File: src/rtl/aes_dec_pkg.sv
// rtl/aes_dec_pkg.sv - shared constants and types for the AES-128 decryption datapath
package aes_dec_pkg;

  localparam int NR_128  = 10;
  localparam int STATE_W = 128;

  typedef logic [3:0]         rnd_t;
  typedef logic [STATE_W-1:0] state_t;

  typedef enum logic {
    ARK_IDLE,
    ARK_ACTIVE
  } ark_state_e;

  typedef struct packed {
    state_t state;
    rnd_t   rnd;
    logic   mix;
    logic   last;
  } ark_beat_t;

  // Routing tags travel with the beat so they stay aligned with out_state.
  function automatic ark_beat_t make_beat(input state_t s, input rnd_t r, input int nr);
    ark_beat_t b;
    b.state = s;
    b.rnd   = r;
    b.mix   = (r != '0) && (r != rnd_t'(nr));
    b.last  = (r == '0);
    return b;
  endfunction

endpackage

File: src/rtl/aes_round_key_file.sv
// rtl/aes_round_key_file.sv - round-key register file, one write port, async read, sync clear
module aes_round_key_file
  import aes_dec_pkg::*;
#(
  parameter int DEPTH = NR_128 + 1
) (
  input  logic   clk_i,
  input  logic   rst_ni,
  input  logic   we_i,
  input  rnd_t   waddr_i,
  input  state_t wdata_i,
  input  rnd_t   raddr_i,
  output state_t rdata_o
);

  state_t key_q [DEPTH];

  always_ff @(posedge clk_i) begin
    if (!rst_ni) begin
      for (int i = 0; i < DEPTH; i++) key_q[i] <= '0;
    end else if (we_i && (int'(waddr_i) < DEPTH)) begin
      key_q[waddr_i] <= wdata_i;
    end
  end

  // Same-cycle write and read of one index returns the old key.
  assign rdata_o = (int'(raddr_i) < DEPTH) ? key_q[raddr_i] : '0;

endmodule

File: src/rtl/inv_add_round_key_stage.sv
// rtl/inv_add_round_key_stage.sv - AES-128 decrypt AddRoundKey stage with round tracking
// AES_ARK_SKID_EN selects a 2-entry skid buffer with registered in_ready.
module inv_add_round_key_stage
  import aes_dec_pkg::*;
#(
  parameter int NR = NR_128
) (
  input  logic         clk,
  input  logic         rst_n,
  input  logic         key_we,
  input  logic [3:0]   key_addr,
  input  logic [127:0] key_data,
  input  logic         in_valid,
  output logic         in_ready,
  input  logic         in_first,
  input  logic [127:0] in_state,
  output logic         out_valid,
  input  logic         out_ready,
  output logic [127:0] out_state,
  output logic [3:0]   out_round,
  output logic         out_mix,
  output logic         out_last,
  output logic         err
);

  ark_state_e st_q, st_d;
  rnd_t       rnd_q, rnd_d;
  logic       err_q, err_d;
  logic       accept, produce;
  rnd_t       key_idx;
  state_t     round_key;
  ark_beat_t  beat, head;

  assign accept = in_valid & in_ready;

  aes_round_key_file #(.DEPTH(NR + 1)) u_keys (
    .clk_i   (clk),
    .rst_ni  (rst_n),
    .we_i    (key_we),
    .waddr_i (key_addr),
    .wdata_i (key_data),
    .raddr_i (key_idx),
    .rdata_o (round_key)
  );

  always_comb begin
    st_d    = st_q;
    rnd_d   = rnd_q;
    produce = 1'b0;
    err_d   = 1'b0;
    key_idx = in_first ? rnd_t'(NR) : rnd_q;
    if (accept) begin
      if (in_first) begin
        st_d    = ARK_ACTIVE;
        rnd_d   = rnd_t'(NR - 1);
        produce = 1'b1;
      end else if (st_q == ARK_ACTIVE) begin
        produce = 1'b1;
        if (rnd_q == '0) st_d = ARK_IDLE;
        else             rnd_d = rnd_q - 1'b1;
      end else begin
        err_d = 1'b1;
      end
    end
  end

  always_ff @(posedge clk) begin
    if (!rst_n) begin
      st_q  <= ARK_IDLE;
      rnd_q <= '0;
      err_q <= 1'b0;
    end else begin
      st_q  <= st_d;
      rnd_q <= rnd_d;
      err_q <= err_d;
    end
  end

  assign beat = make_beat(in_state ^ round_key, key_idx, NR);

`ifdef AES_ARK_SKID_EN
  ark_beat_t  skid_q [2];
  logic [1:0] cnt_q, cnt_d, wr_idx;
  logic       in_ready_q, pop;

  assign pop    = (cnt_q != 2'd0) && out_ready;
  assign wr_idx = cnt_q - 2'(pop);
  assign cnt_d  = cnt_q + 2'(produce) - 2'(pop);

  // Slot 0 is the head; a push into slot 0 overrides the shift from slot 1.
  always_ff @(posedge clk) begin
    if (!rst_n) begin
      skid_q[0]  <= '0;
      skid_q[1]  <= '0;
      cnt_q      <= 2'd0;
      in_ready_q <= 1'b1;
    end else begin
      cnt_q      <= cnt_d;
      in_ready_q <= (cnt_d != 2'd2);
      if (pop)     skid_q[0]         <= skid_q[1];
      if (produce) skid_q[wr_idx[0]] <= beat;
    end
  end

  assign in_ready  = in_ready_q;
  assign out_valid = (cnt_q != 2'd0);
  assign head      = skid_q[0];
`else
  ark_beat_t out_q;
  logic      out_valid_q;

  always_ff @(posedge clk) begin
    if (!rst_n) begin
      out_q       <= '0;
      out_valid_q <= 1'b0;
    end else if (produce) begin
      out_q       <= beat;
      out_valid_q <= 1'b1;
    end else if (out_ready) begin
      out_valid_q <= 1'b0;
    end
  end

  assign in_ready  = !out_valid_q || out_ready;
  assign out_valid = out_valid_q;
  assign head      = out_q;
`endif

  assign out_state = head.state;
  assign out_round = head.rnd;
  assign out_mix   = head.mix;
  assign out_last  = head.last;
  assign err       = err_q;

endmodule

File: config.mk
export PLATFORM = sky130hd
export DESIGN_NAME = inv_add_round_key_stage
export DESIGN_NICKNAME = d
export VERILOG_FILES = /design/src/rtl/aes_dec_pkg.sv /design/src/rtl/aes_round_key_file.sv /design/src/rtl/inv_add_round_key_stage.sv
export SDC_FILE = /design/constraint.sdc
export NUM_CORES = 2
export LEC_CHECK = 0
export CAP_MARGIN = 40
export CORE_MARGIN = 3
export CORE_UTILIZATION = 58
export DETAILED_ROUTE_END_ITERATION = 10
export GPL_ROUTABILITY_DRIVEN = 0
export GPL_TIMING_DRIVEN = 1
export PLACE_DENSITY = 0.79
export SETUP_SLACK_MARGIN = 0.5
export SLEW_MARGIN = 10
export SYNTH_ARGS = -nofsm -noshare
export SYNTH_HDL_FRONTEND = slang
export SYNTH_SLANG_ARGS = --single-unit
File: constraint.sdc
create_clock -name clk -period 7.5 [get_ports clk]
set_input_delay 1.125 -clock clk [delete_from_list [all_inputs] [get_ports clk]]
set_output_delay 1.125 -clock clk [all_outputs]
set_load 0.05 [all_outputs]
==> summary.md <==
| Metric | Value |
|---|---|
| Cts repair resizes | 0 |
| Hold WS | 0.441 ns |
| Buf+Inv Stages, Crit Path | 4 |
| Area Overhead vs Synth | 15.7% |
| Largest net degree at the start of global routing | 136 |
| Worst Tran Pin Value | 1.27 ns |
| Mean Syn Cell Area | 11.8 um2 |
| Comb power frac | 11.1% |
| Post-synth cell types | 69 |
| Max-cap violation count | 0 |
| DRC | 0 |
| Slew margin rel. | 15.0% |
| Critical path class | primary input to flop |
| Syn Inst Count | 5942 |
| Status | completed |
| Hpwl dp | 123 mm |
| CTS sink count | 1607 |
| Final Max Tran Viols | 0 |
| Cts hold-fix bufs | 0 |
| CTS tree | built |
| IO buf count | 402 |
| Chip Width | 354 um |
| Post-route minimum period | 4.33 ns |
| Core area | 120000 um2 |
| Synth top area share | 57.2% |
| Cts bufs inserted | 163 |
| Number of synthesized register bits | 1607 |
| Sw Pwr | 5280 uW |
| Gr usage total | 35.5% |
| HP Class | flop to flop |
| Vias in the first global route | 53100 |
| Initial core utilization | 58.5% |
| First-iteration detailed-routing DRC count | 7752 |
| Synth area leaders | edfxtp_1 (57%), dfxtp_1 (7.7%), nor2_1 (5.9%) |
| Pre-Repair DR Iteration Count | 8 |
| Ys flop type | edfxtp_1 |
| Cell Area, Placed | 76000 um2 |
| Peak VDD IR | 0.275 mV |
| # setup viols final | 0 |
| F_max | 231 MHz |
| Cell repeated most along the worst path | buf_12 |
| Clock Tree Buf Depth | 3 |
| Cell area after layout | 81300 um2 |
| Worst Slack Setup Final | 3.17 ns |
| CP Max Fanout | 129 |
| Total Negative Setup Slacks | 0 ns |
| # IOs | 403 |
| Critical Path Start Type | primary input |
| Routed len/inst | 28.5 um |
| Sequential share of the synthesized area | 64.9% |
| Commonest non-fill, non-tap cell in the layout | edfxtp_1 |
| FP Rows | 127 |
| First-pass GRT wire length | 333 mm |
| WP data arrival | 4.72 ns |
| Fin. Hold Viols | 0 |
| Clock transition at path regs | 0.06 ns |
| Clock Power Share | 38.4% |
| Via count | 53300 |
| Critical path's slowest cell | buf_12 |
| Synth area leader | edfxtp_1 |
| YS warnings | 0 |
| Sw frac | 25.7% |
| Congestion Overflow GR | 0 |
| Total Nets Final | 6466 |
| Post-Route WL | 227 mm |
| CTS H-tree lvls | 4 |
| Synthesized area | 70200 um2 |
| Die Y | 354 um |
| Reg power frac | 50.4% |
| CP top delay family | buffers and inverters |
| Via density per instance | 6.69 |
| Crit path cell chain | clkdlybuf4s50_1 -> a21o_1 -> a21oi_4 -> buf_4 -> nand4_1 -> buf_12 -> nand2_4 -> buf_12 |
| Commonest non-fill, non-tap cells in the layout | edfxtp_1 (1338), nor2_1 (1109), clkdlybuf4s50_1 (400), nand2_1 (366), a21oi_1 (340) |
| Antenna viol nets, final | 0 |
| Slowest stage delay, CP | 0.75 ns |
| Post-Place Worst Slack | 2.52 ns |
| RSZ-0062 raised after global routing | no |
| Period utilisation layout | 57.7% |
| Number of synthesized flops with an enable pin | 1338 |
| Die area | 125000 um2 |
| Clock Latency Late Sink | 0.79 ns |
| Clock skew | 0.0293 ns |
| Cell Int Power | 15200 uW |
| Total setup buffers inserted after CTS | 0 |
| Worst Path Required | 7.89 ns |
| Asr flop ratio synth | 0% |
| Layout cells sized above 1 | 9.31% |
| Static Leakage | 0.0276 uW |
| Pwr/cell area | 253 nW/um2 |
| Root Driver | clkbuf_16 |
| Setup crit end kind | flop |
| Antenna violations before repair | 13 |
==> stage by stage <==
step	power, uW	std cells	util (%)
2_1_floorplan	11800	5999	-
3_3_place_gp	12700	7617	62.9
3_5_place_dp	12700	7640	63.3
4_1_cts	20400	7945	67.6
5_1_grt	21000	7956	67.7
6_report	20500	7961	67.7
==> worst reg2reg max path, cell delays in order, from the launching register on <==
cell	delay, ns
dfxtp_4	0.95
buf_12	0.72
nor2b_1	0.53
nor2_4	0.05
buf_4	0.38
o221a_2	0.36
a221oi_1	0.75
xor2_1	0.19
o21ai_1	0.07
==> cell usage after synthesis, types with 46 or more instances <==
library cell / count
nand4_1: 51
o21ai_1: 105
mux2_2: 103
a221oi_1: 58
buf_2: 101
o221ai_2: 76
a21oi_1: 341
and3_1: 141
and2_1: 206
inv_1: 133
nor2_1: 1110
dfxtp_1: 269
xnor2_1: 46
o21a_1: 49
edfxtp_1: 1338
o311ai_1: 58
nand2_1: 380
nor3_1: 72
nor2b_1: 65
o22ai_1: 46
a211oi_1: 66
mux2i_1: 125
o21ai_0: 139
o221ai_1: 201
clkbuf_1: 309
==> registers in the layout, summed over array words and instances, names as in the netlist, 4 cells and up <==
name / cells
out_state: 128
u_keys.key_q: 1466
out_round: 4
rnd_q: 4
==> cell families (layout without fill, tap and decap cells) <==
| logic type | Yosys count | after routing | share of synthesized area, % |
|---|---|---|---|
| compound gates | 1307 | 1307 | 13.3 |
| xor+xnor | 49 | 49 | 0.611 |
| fa+ha+maj | 2 | 2 | 0.0356 |
| buf+inv | 617 | 956 | 3.76 |
| flops | 1607 | 1607 | 64.9 |
| mux | 243 | 243 | 3.91 |
| other cells | 1 | 69 | 0.00534 |
| simple gates | 2116 | 2116 | 13.5 |
==> final timing paths <==
| check | from | endpoint | slack, ns | cells after the start |
|---|---|---|---|---|
| worst max register to register | rnd_q[1] | out_state[80] | 3.38 | 8 |
| worst max-delay path | key_addr[2] | u_keys.key_q[7][77] | 3.17 | 8 |
| worst min-delay path | out_state[1] | out_state[1] | 0.44 | 2 |
| worst min register to register | out_state[1] | out_state[1] | 0.44 | 2 |
==> per-layer routing <==
layer	track usage (%)	part of all wire, %	up-vias
met5	0	0.0084	-
met4	19.0	5.5	4
li1	-	-	22400
met1	45.3	34	25800
met2	54.9	45	4399
met3	10.4	15	769
==> power groups by stage <==
stage,sequential (uW),clock (uW),combinational (uW)
finish,10400,7880,2290
global route,10400,8230,2370
CTS,10300,7870,2220
detailed placement,10500,0,2210
global placement,10500,0,2150
floorplan,10700,0,1070
==> final cells by class <==
class / instances / area, um2
flip-flops and latches: 1607 / 45600
fillers: 8283 / 38700
multi-input cells: 3775 / 22500
repair buffers: 517 / 5500
clock buffers: 228 / 4470
well taps: 1612 / 2020
clock inverters: 77 / 664
inverters: 134 / 510
diodes: 11 / 27.5
Power figures use the tool's default switching activity.
